**config.mk**
```make
export PLATFORM = sky130hd
export DESIGN_NAME = bounce_sprite
export DESIGN_NICKNAME = d
export VERILOG_FILES = /design/src/rtl/bounce_sprite.sv
export SDC_FILE = /design/constraint.sdc
export NUM_CORES = 1
export LEC_CHECK = 0
export BUFFER_PORTS_ARGS = -buffer_cell sky130_fd_sc_hd__buf_2
export CAP_MARGIN = 20
export CORE_MARGIN = 2
export CORE_UTILIZATION = 25
export DETAILED_ROUTE_END_ITERATION = 12
export PLACE_DENSITY = 0.46
export SYNTH_ARGS = -nofsm -noshare
export SYNTH_HDL_FRONTEND = slang
export SYNTH_SLANG_ARGS = --single-unit
```
**constraint.sdc**
```tcl
create_clock -name pixel_clk -period 10.05 [get_ports pixel_clk]
set_input_delay 0 -clock pixel_clk [delete_from_list [all_inputs] [get_ports pixel_clk]]
set_output_delay 0 -clock pixel_clk [all_outputs]
set_load 0.02 [all_outputs]
```
**src/rtl/bounce_sprite.sv**
```systemverilog
// Bouncing sprite game object: position/direction/state advance once per frame on fsync,
// hit/miss are one-cycle registered pulses, active/pixel are combinational from the scan position.
module bounce_sprite #(
    parameter int          HRES         = 1280,
    parameter int          VRES         = 720,
    parameter int          OBJ_W        = 50,
    parameter int          OBJ_H        = 50,
    parameter int          VEL_X        = 12,
    parameter int          VEL_Y        = 12,
    parameter int          PADDLE_W     = 200,
    parameter int          PADDLE_H     = 20,
    parameter int          START_X      = 615,
    parameter int          START_Y      = 100,
    parameter int          SERVE_FRAMES = 60,
    parameter logic [23:0] COLOR        = 24'h00FF90
) (
    input  logic               pixel_clk,
    input  logic               rst,
    input  logic               fsync,
    input  logic               enable,
    input  logic signed [11:0] hpos,
    input  logic signed [11:0] vpos,
    input  logic signed [11:0] paddle_x,
    output logic [7:0]         pixel [0:2],
    output logic               active,
    output logic               hit,
    output logic               miss,
    output logic [7:0]         miss_count,
    output logic [1:0]         state
);

    typedef enum logic [1:0] {
        IDLE  = 2'd0,
        SERVE = 2'd1,
        MOVE  = 2'd2,
        MISS  = 2'd3
    } state_t;

    localparam logic signed [12:0] XMAX       = 13'(HRES - OBJ_W);
    localparam logic signed [12:0] YMAX       = 13'(VRES - PADDLE_H - OBJ_H);
    localparam logic signed [12:0] VX         = 13'(VEL_X);
    localparam logic signed [12:0] VY         = 13'(VEL_Y);
    localparam logic signed [12:0] OW1        = 13'(OBJ_W - 1);
    localparam logic signed [12:0] OH1        = 13'(OBJ_H - 1);
    localparam logic signed [12:0] PW1        = 13'(PADDLE_W - 1);
    localparam logic [15:0]        SERVE_LAST = 16'(SERVE_FRAMES - 1);

    state_t             st;
    logic signed [11:0] x;
    logic signed [11:0] y;
    logic               left;
    logic               up;
    logic [15:0]        frame_cnt;

    logic signed [12:0] x13;
    logic signed [12:0] y13;
    logic signed [12:0] h13;
    logic signed [12:0] v13;
    logic signed [12:0] pad13;
    logic signed [12:0] nx;
    logic signed [12:0] ny;
    logic signed [12:0] nx_clamped;
    logic               next_left;
    logic               overlap;

    assign x13   = 13'(x);
    assign y13   = 13'(y);
    assign h13   = 13'(hpos);
    assign v13   = 13'(vpos);
    assign pad13 = 13'(paddle_x);
    assign state = st;

    // Paddle overlap uses the already-clamped x so a wall bounce and paddle test agree in a corner frame.
    always_comb begin
        nx         = left ? (x13 - VX) : (x13 + VX);
        ny         = up   ? (y13 - VY) : (y13 + VY);
        nx_clamped = nx;
        next_left  = left;
        if (nx > XMAX) begin
            nx_clamped = XMAX;
            next_left  = 1'b1;
        end else if (nx < 13'sd0) begin
            nx_clamped = '0;
            next_left  = 1'b0;
        end
        overlap = ((nx_clamped + OW1) >= pad13) && (nx_clamped <= (pad13 + PW1));
    end

    assign active = (h13 >= x13) && (h13 <= (x13 + OW1)) &&
                    (v13 >= y13) && (v13 <= (y13 + OH1));

    always_comb begin
        pixel[0] = 8'h00;
        pixel[1] = 8'h00;
        pixel[2] = 8'h00;
        if (active) begin
            pixel[0] = COLOR[7:0];
            pixel[1] = COLOR[15:8];
            pixel[2] = COLOR[23:16];
        end
    end

    always_ff @(posedge pixel_clk or posedge rst) begin
        if (rst) begin
            st         <= IDLE;
            x          <= 12'(START_X);
            y          <= 12'(START_Y);
            left       <= 1'b0;
            up         <= 1'b0;
            frame_cnt  <= '0;
            miss_count <= '0;
            hit        <= 1'b0;
            miss       <= 1'b0;
        end else begin
            hit  <= 1'b0;
            miss <= 1'b0;
            if (fsync) begin
                if (!enable) begin
                    st <= IDLE;
                end else begin
                    case (st)
                        IDLE, MISS: begin
                            x         <= 12'(START_X);
                            y         <= 12'(START_Y);
                            left      <= 1'b0;
                            up        <= 1'b0;
                            frame_cnt <= '0;
                            st        <= SERVE;
                        end
                        SERVE: begin
                            frame_cnt <= frame_cnt + 16'd1;
                            if (frame_cnt == SERVE_LAST) begin
                                st <= MOVE;
                            end
                        end
                        MOVE: begin
                            x    <= nx_clamped[11:0];
                            left <= next_left;
                            if (ny < 13'sd0) begin
                                y  <= '0;
                                up <= 1'b0;
                            end else if (ny < YMAX) begin
                                y <= ny[11:0];
                            end else begin
                                y <= YMAX[11:0];
                                if (overlap) begin
                                    up  <= 1'b1;
                                    hit <= 1'b1;
                                end else begin
                                    miss <= 1'b1;
                                    st   <= MISS;
                                    if (miss_count != 8'hFF) begin
                                        miss_count <= miss_count + 8'd1;
                                    end
                                end
                            end
                        end
                        default: st <= IDLE;
                    endcase
                end
            end
        end
    end

endmodule

```
==> results of run 1 <==
## cells by family after synthesis
family / share of synthesized area, %
compound gates: 20.0
buf+inv: 7.83
flops: 22.3
mux: 0.187
fa+ha+maj: 21.3
simple gates: 18.7
xor+xnor: 9.76
other cells: 0.0624
## metal layers
metal	track usage, %	vias to the layer above
met2	19.5	104
li1	-	2635
met5	0	-
met3	1.85	5
met4	1.45	0
met1	18.4	2387
## worst min-delay path, cell delays in order
cell      delay (ps)
buf_2            130
nand2_1           60
a31o_1            90
o211ai_1          80
## layout make-up
| type | instances | area [um^2] |
|---|---|---|
| inverters | 60 | 225 |
| clock inverters | 1 | 30.0 |
| multi-input cells | 575 | 4260 |
| repair buffers | 68 | 360 |
| fillers | 2547 | 16800 |
| clock buffers | 7 | 143 |
| well taps | 319 | 399 |
| flip-flops and latches | 53 | 1340 |
## how the worst max path moves through the flow
stage / from / endpoint / slack (ps) / cells after the start
after floorplan: left / miss_count[1] / 4720 / 23
after global placement: left / miss_count[1] / 4130 / 23
after detailed placement: left / miss_count[1] / 3930 / 23
after CTS: left / miss_count[1] / 3900 / 23
after global routing: left / miss_count[1] / 3600 / 23
final: left / miss_count[1] / 3940 / 23
## report_power, final
part	switching, mW	internal [mW]	total [mW]
Sequential	0.0706	0.267	0.337
Combinational	0.966	0.657	1.62
Clock	0.0798	0.125	0.205
## sequential cells by signal, indices dropped and copies added, names as in the netlist
name        count
miss            1
left            1
frame_cnt      16
y              11
miss_count      8
up              1
state           2
hit             1
x              12
## cell usage in the layout, fill, tap and decap left out, drive strengths merged, types with 5 or more instances in the layout
cell type  Yosys  final
ha            99     99
buf           26     66
inv           60     60
nor2          50     50
xnor2         46     46
dfrtp         44     44
nand2         41     41
o21ai         41     41
a21oi         40     40
nand3         28     28
xor2          21     21
o21a          20     20
nand4         19     19
conb           1     17
nor3          15     15
a21o          12     12
and3          10     10
dfstp          9      9
nor2b          8      8
nor4           7      7
clkbuf        13      7
nand2b         6      6
a21boi         6      6
and4           5      5
o31ai          5      5
and2           5      5
or2            5      5
==> impl_metrics.csv, run 1 <==
group,metric,value,unit
outcome,status,"finished, final reports clean",
flow_run,max_cap_violations,0,
yosys,synth_warnings,0,
detailed_routing,vias,5131,
worst_setup_path,critPathBufInv,1,
yosys,yosys_most_used_dff,"dfrtp_1",
sta,tightest_slew,755,ps
sta,period_share,60.8,%
place,io_buffer_count,62,
power,finalPower,2.17,mW
floorplan,die_x,159,um
yosys,yosys-top-cells-area,"ha_1, dfrtp_1, xnor2_1, dfstp_2, inv_1",
detailed_routing,viasPerCell,4.74,
place,dp_hpwl,12600,um
yosys,syn_inst,711,
detailed_routing,finalWirelength,15500,um
sta,fmax,164,MHz
global_route,grt_max_degree,54,
cells_and_area,area_growth,12.4,%
cts,cts_made_buffers,5,
yosys,synth_edf_count,0,
cts,cts-root-buf,"clkbuf_16",
yosys,synthesis.area,6010,um^2
yosys,ys_seq_elements,53,
detailed_routing,wl_met2,6710,um
detailed_routing,drt_iter0_drc,273,
worst_setup_path,path_common_cell,"ha_1",
cts,cts_setup_buffers,0,
sta,finalSetupViolations,0,
place,pre_cts_slack,3930,ps
sta,fin_skew,6.60,ps
detailed_routing,drt-met1-wl,8200,um
worst_setup_path,crit_type,"flip-flop to flip-flop",
worst_setup_path,cp.arrival,6290,ps
sta,setup_tns,0,ps
cts,cts_num_sinks,53,
worst_setup_path,regToRegEndpoint,"miss_count[1]",
global_route,grt_pass1_wl,26300,um
cts,insertion_delay,290,ps
worst_setup_path,start_kind,"flip-flop",
floorplan,ios,77,
power,ir_drop,129,uV
worst_setup_path,worstPathRequired,10230,ps
hold_path,min_to,"state[0]",
floorplan,die_h,159,um
cells_and_area,antenna_cells,0,
sta,finalCriticalPeriod,6110,ps
worst_setup_path,crit_chain,"inv_1 -> ha_1 -> a21o_1 -> a21o_1 -> xor2_1 -> o32a_1 -> o31a_2 -> nor2_4 -> nand2_1 -> nor2_1 -> ha_1 -> o31a_1 -> o21a_1 -> and3_4 -> xor2_1 -> ha_1 -> nand3_1 -> nor3_1 -> o31ai_1 -> a222oi_1 -> nand3_4 -> and2_1 -> mux2_1",
global_route,grt-ovfl-total,0,
worst_setup_path,slowest_stage,"dfrtp_1",
worst_setup_path,endpoint_kind,"flip-flop",
yosys,yosysMostFrequentCell,"ha_1",
detailed_routing,met3_length,574,um
global_route,grt_usage,12.4,%
yosys,synth_cell_types,80,
global_route,grt_pass1_vias,5073,
cts,clock_path_buffers,2,
cts,cts_tree,"done",
cts,cts-htree-levels,2,
yosys,syn_area_per_cell,8.45,um^2
worst_setup_path,reg2regPathDepth,23,
yosys,synthArstFlopShare,100,%
cts,post_cts_resized,0,
place,placedCellCount,1072,
cells_and_area,final_cells,1083,
floorplan,start_util,25.5,%
place,placed_area,6560,um^2
floorplan,rows,56,
detailed_routing,ant_nets,0,
sta,max_slew_margin,49.3,%
power,p_per_area,321,nW/um^2
worst_setup_path,regToRegStartpoint,"left",
worst_setup_path,cpPeakStageDelay,550,ps
cells_and_area,drive_gt1_share,12.7,%
sta,rsz0062_at_grt,"no",
floorplan,core,23500,um^2
worst_setup_path,path_delay_family,"compound AO/OA/AOI/OAI gates",
floorplan,die_area,25300,um^2
sta,hold-worst-slack,106,ps
cells_and_area,final_util,28.7,%
yosys,synth_common_cells,"ha_1, inv_1, nor2_1, xnor2_1, dfrtp_1",
detailed_routing,wl_per_cell,14.4,um
worst_setup_path,r2r_slack,3940,ps
sta,setup_ws,3940,ps
worst_setup_path,cp_max_fo,10,
detailed_routing,post-route-drc-count,0,
yosys,synth_largest_area_cell,"ha_1",
power,p_leak,3.18,nW
detailed_routing,routed.top_layer,"met4",
hold_path,hold_path_depth,4,
global_route,antenna_found_initial,0,
yosys,synth_seq_area_share,22.3,%
cells_and_area,fin_nets,904,
cells_and_area,stdcell_area,6760,um^2
cts,cts_hold_repair.buffers,2,
yosys,synth_top_cell_area_share,20.6,%
hold_path,hold_class,"input port to flip-flop",
place,gp_congestion,0.814,
hold_path,hp-start,"enable",
cts,clkTransAtPathRegs,70,ps
sta,hold_viol,0,
sta,slew_viol_final,0,
detailed_routing,dr.pass1.iters,7,
(Power assumes the default switching activity.)
==> inputs of run 2 (changes only) <==
Settings changed: PLACE_DENSITY 0.46 to 0.47.
Clock period 10.05 ns to 5.3 ns, I/O delays scaled along.
==> run 2 against run 1 <==
Net effect:
- final cell count grew 2.4%
- clock-buffer cell count fell by 1
- first-iteration DRC count is 12% lower
- non-clock buffer count up 26
- routed wire length increased by 0.91%
- critical path type unchanged
- global-route usage fell by 0.24 points
- critical endpoint unchanged
- via count grew 1.2%
==> impl_metrics.csv, run 2 (synthesis gave the netlist of run 1 again) <==
group,metric,value,unit
sta,max_slew_margin,32.4,%
global_route,antenna_found_initial,0,
floorplan,die_h,159,um
cells_and_area,area_growth,16.5,%
cells_and_area,final_cells,1109,
cts,cts_made_buffers,5,
detailed_routing,viasPerCell,4.68,
cells_and_area,drive_gt1_share,17.2,%
detailed_routing,vias,5193,
worst_setup_path,cpPeakStageDelay,440,ps
place,pre_cts_slack,86.9,ps
global_route,grt_pass1_vias,5085,
global_route,grt_usage,12.2,%
floorplan,rows,56,
cells_and_area,antenna_cells,0,
sta,fin_skew,5.76,ps
power,finalPower,4.45,mW
global_route,grt_pass1_wl,25900,um
cells_and_area,reg_top3,"frame_cnt x16, x x12, y x11",
cells_and_area,fin_nets,930,
floorplan,start_util,25.5,%
cts,cts_num_sinks,53,
power,p_leak,3.29,nW
sta,setup_ws,237,ps
cells_and_area,regMostFlops,"frame_cnt",
detailed_routing,drt_iter0_drc,240,
detailed_routing,post-route-drc-count,0,
global_route,grt-ovfl-total,0,
cells_and_area,final_cell_mix,"ha_1, buf_2, inv_1",
cts,cts-htree-levels,2,
cells_and_area,layout_commonest_cell,"ha_1",
place,gp_congestion,0.825,
place,io_buffer_count,62,
sta,slew_viol_final,0,
detailed_routing,finalWirelength,15700,um
floorplan,die_area,25300,um^2
detailed_routing,dr.pass1.iters,5,
cts,clock_path_buffers,2,
cts,insertion_delay,290,ps
flow_run,max_cap_violations,0,
floorplan,die_x,159,um
sta,fmax,198,MHz
detailed_routing,wl_per_cell,14.1,um
power,ir_drop,317,uV
cts,clkTransAtPathRegs,70,ps
cells_and_area,largest_reg_flops,16,
worst_setup_path,path_common_cell,"ha_1",
sta,finalSetupViolations,0,
hold_path,hold_class,"input port to flip-flop",
outcome,status,"finished, final reports clean",
worst_setup_path,slowest_stage,"dfrtp_2",
place,dp_hpwl,12600,um
worst_setup_path,endpoint_kind,"flip-flop",
worst_setup_path,critPathBufInv,2,
floorplan,core,23500,um^2
global_route,grt_max_degree,54,
cts,cts-root-buf,"clkbuf_16",
sta,period_share,95.5,%
cts,cts_tree,"done",
power,p_per_area,635,nW/um^2
sta,hold_viol,0,
worst_setup_path,start_kind,"flip-flop",
worst_setup_path,crit_type,"flip-flop to flip-flop",
worst_setup_path,worstPathRequired,5480,ps
detailed_routing,ant_nets,0,
sta,tightest_slew,1010,ps
sta,finalCriticalPeriod,5060,ps
sta,hold-worst-slack,97.8,ps
worst_setup_path,path_delay_family,"compound AO/OA/AOI/OAI gates",
worst_setup_path,cp.arrival,5240,ps
floorplan,ios,77,
worst_setup_path,cp_max_fo,6,
place,placedCellCount,1092,
-- run 2: path summary, 6_finish.rpt --
check / cells after the start / to / slack (ps) / start
max: 25 / miss_count[1] / 240 / left
min: 4 / state[0] / 100 / enable
max reg2reg: 25 / miss_count[1] / 240 / left
min reg2reg: 1 / miss_count[7] / 490 / miss_count[7]
max in group asynchronous: 4 / left / 4320 / rst
min in group asynchronous: 4 / miss_count[4] / 440 / rst
-- run 2: worst min-delay path, cell delays in order --
cell,delay (ps)
buf_2,130
nand2_1,60
a31o_1,90
o211ai_1,70
-- run 2: area by class of cell --
cell class | count | area (um^2)
Fill cell | 2576 | 16500
Multi-Input combinational cell | 575 | 4340
Sequential cell | 53 | 1340
Timing Repair Buffer | 94 | 556
Tap cell | 319 | 399
Inverter | 60 | 225
Clock buffer | 6 | 129
Clock inverter | 2 | 15.0
-- run 2: per-stage QoR --
stage	area (um^2)	TNS [ps]	utilization, %
after detailed placement	6710	0	28.5
after floorplan	6070	0	-
after CTS	6870	0	29.2
after global placement	6710	0	28.5
after global routing	7000	-51.1	29.7
final	7000	0	29.7
-- run 2: timing repair --
item | in CTS | in global routing
gates resized for setup | 0 | 15
hold buffers | 2 | 0
endpoints found under the setup margin | 0 | 13
setup buffers | 0 | 7
hold endpoints to repair | 45 | 0
-- run 2: metal layers --
metal | vias to the layer above | track usage (%) | part of all wire [%]
met5 | - | 0 | 0
met1 | 2399 | 17.8 | 52
met2 | 84 | 19.2 | 43
li1 | 2704 | - | -
met4 | 0 | 1.45 | 0.59
met3 | 6 | 2.16 | 4.3
-- run 2: power breakdown --
| part | internal, mW | switching (mW) |
|---|---|---|
| logic | 1.55 | 1.95 |
| clock network | 0.176 | 0.151 |
| registers | 0.507 | 0.115 |
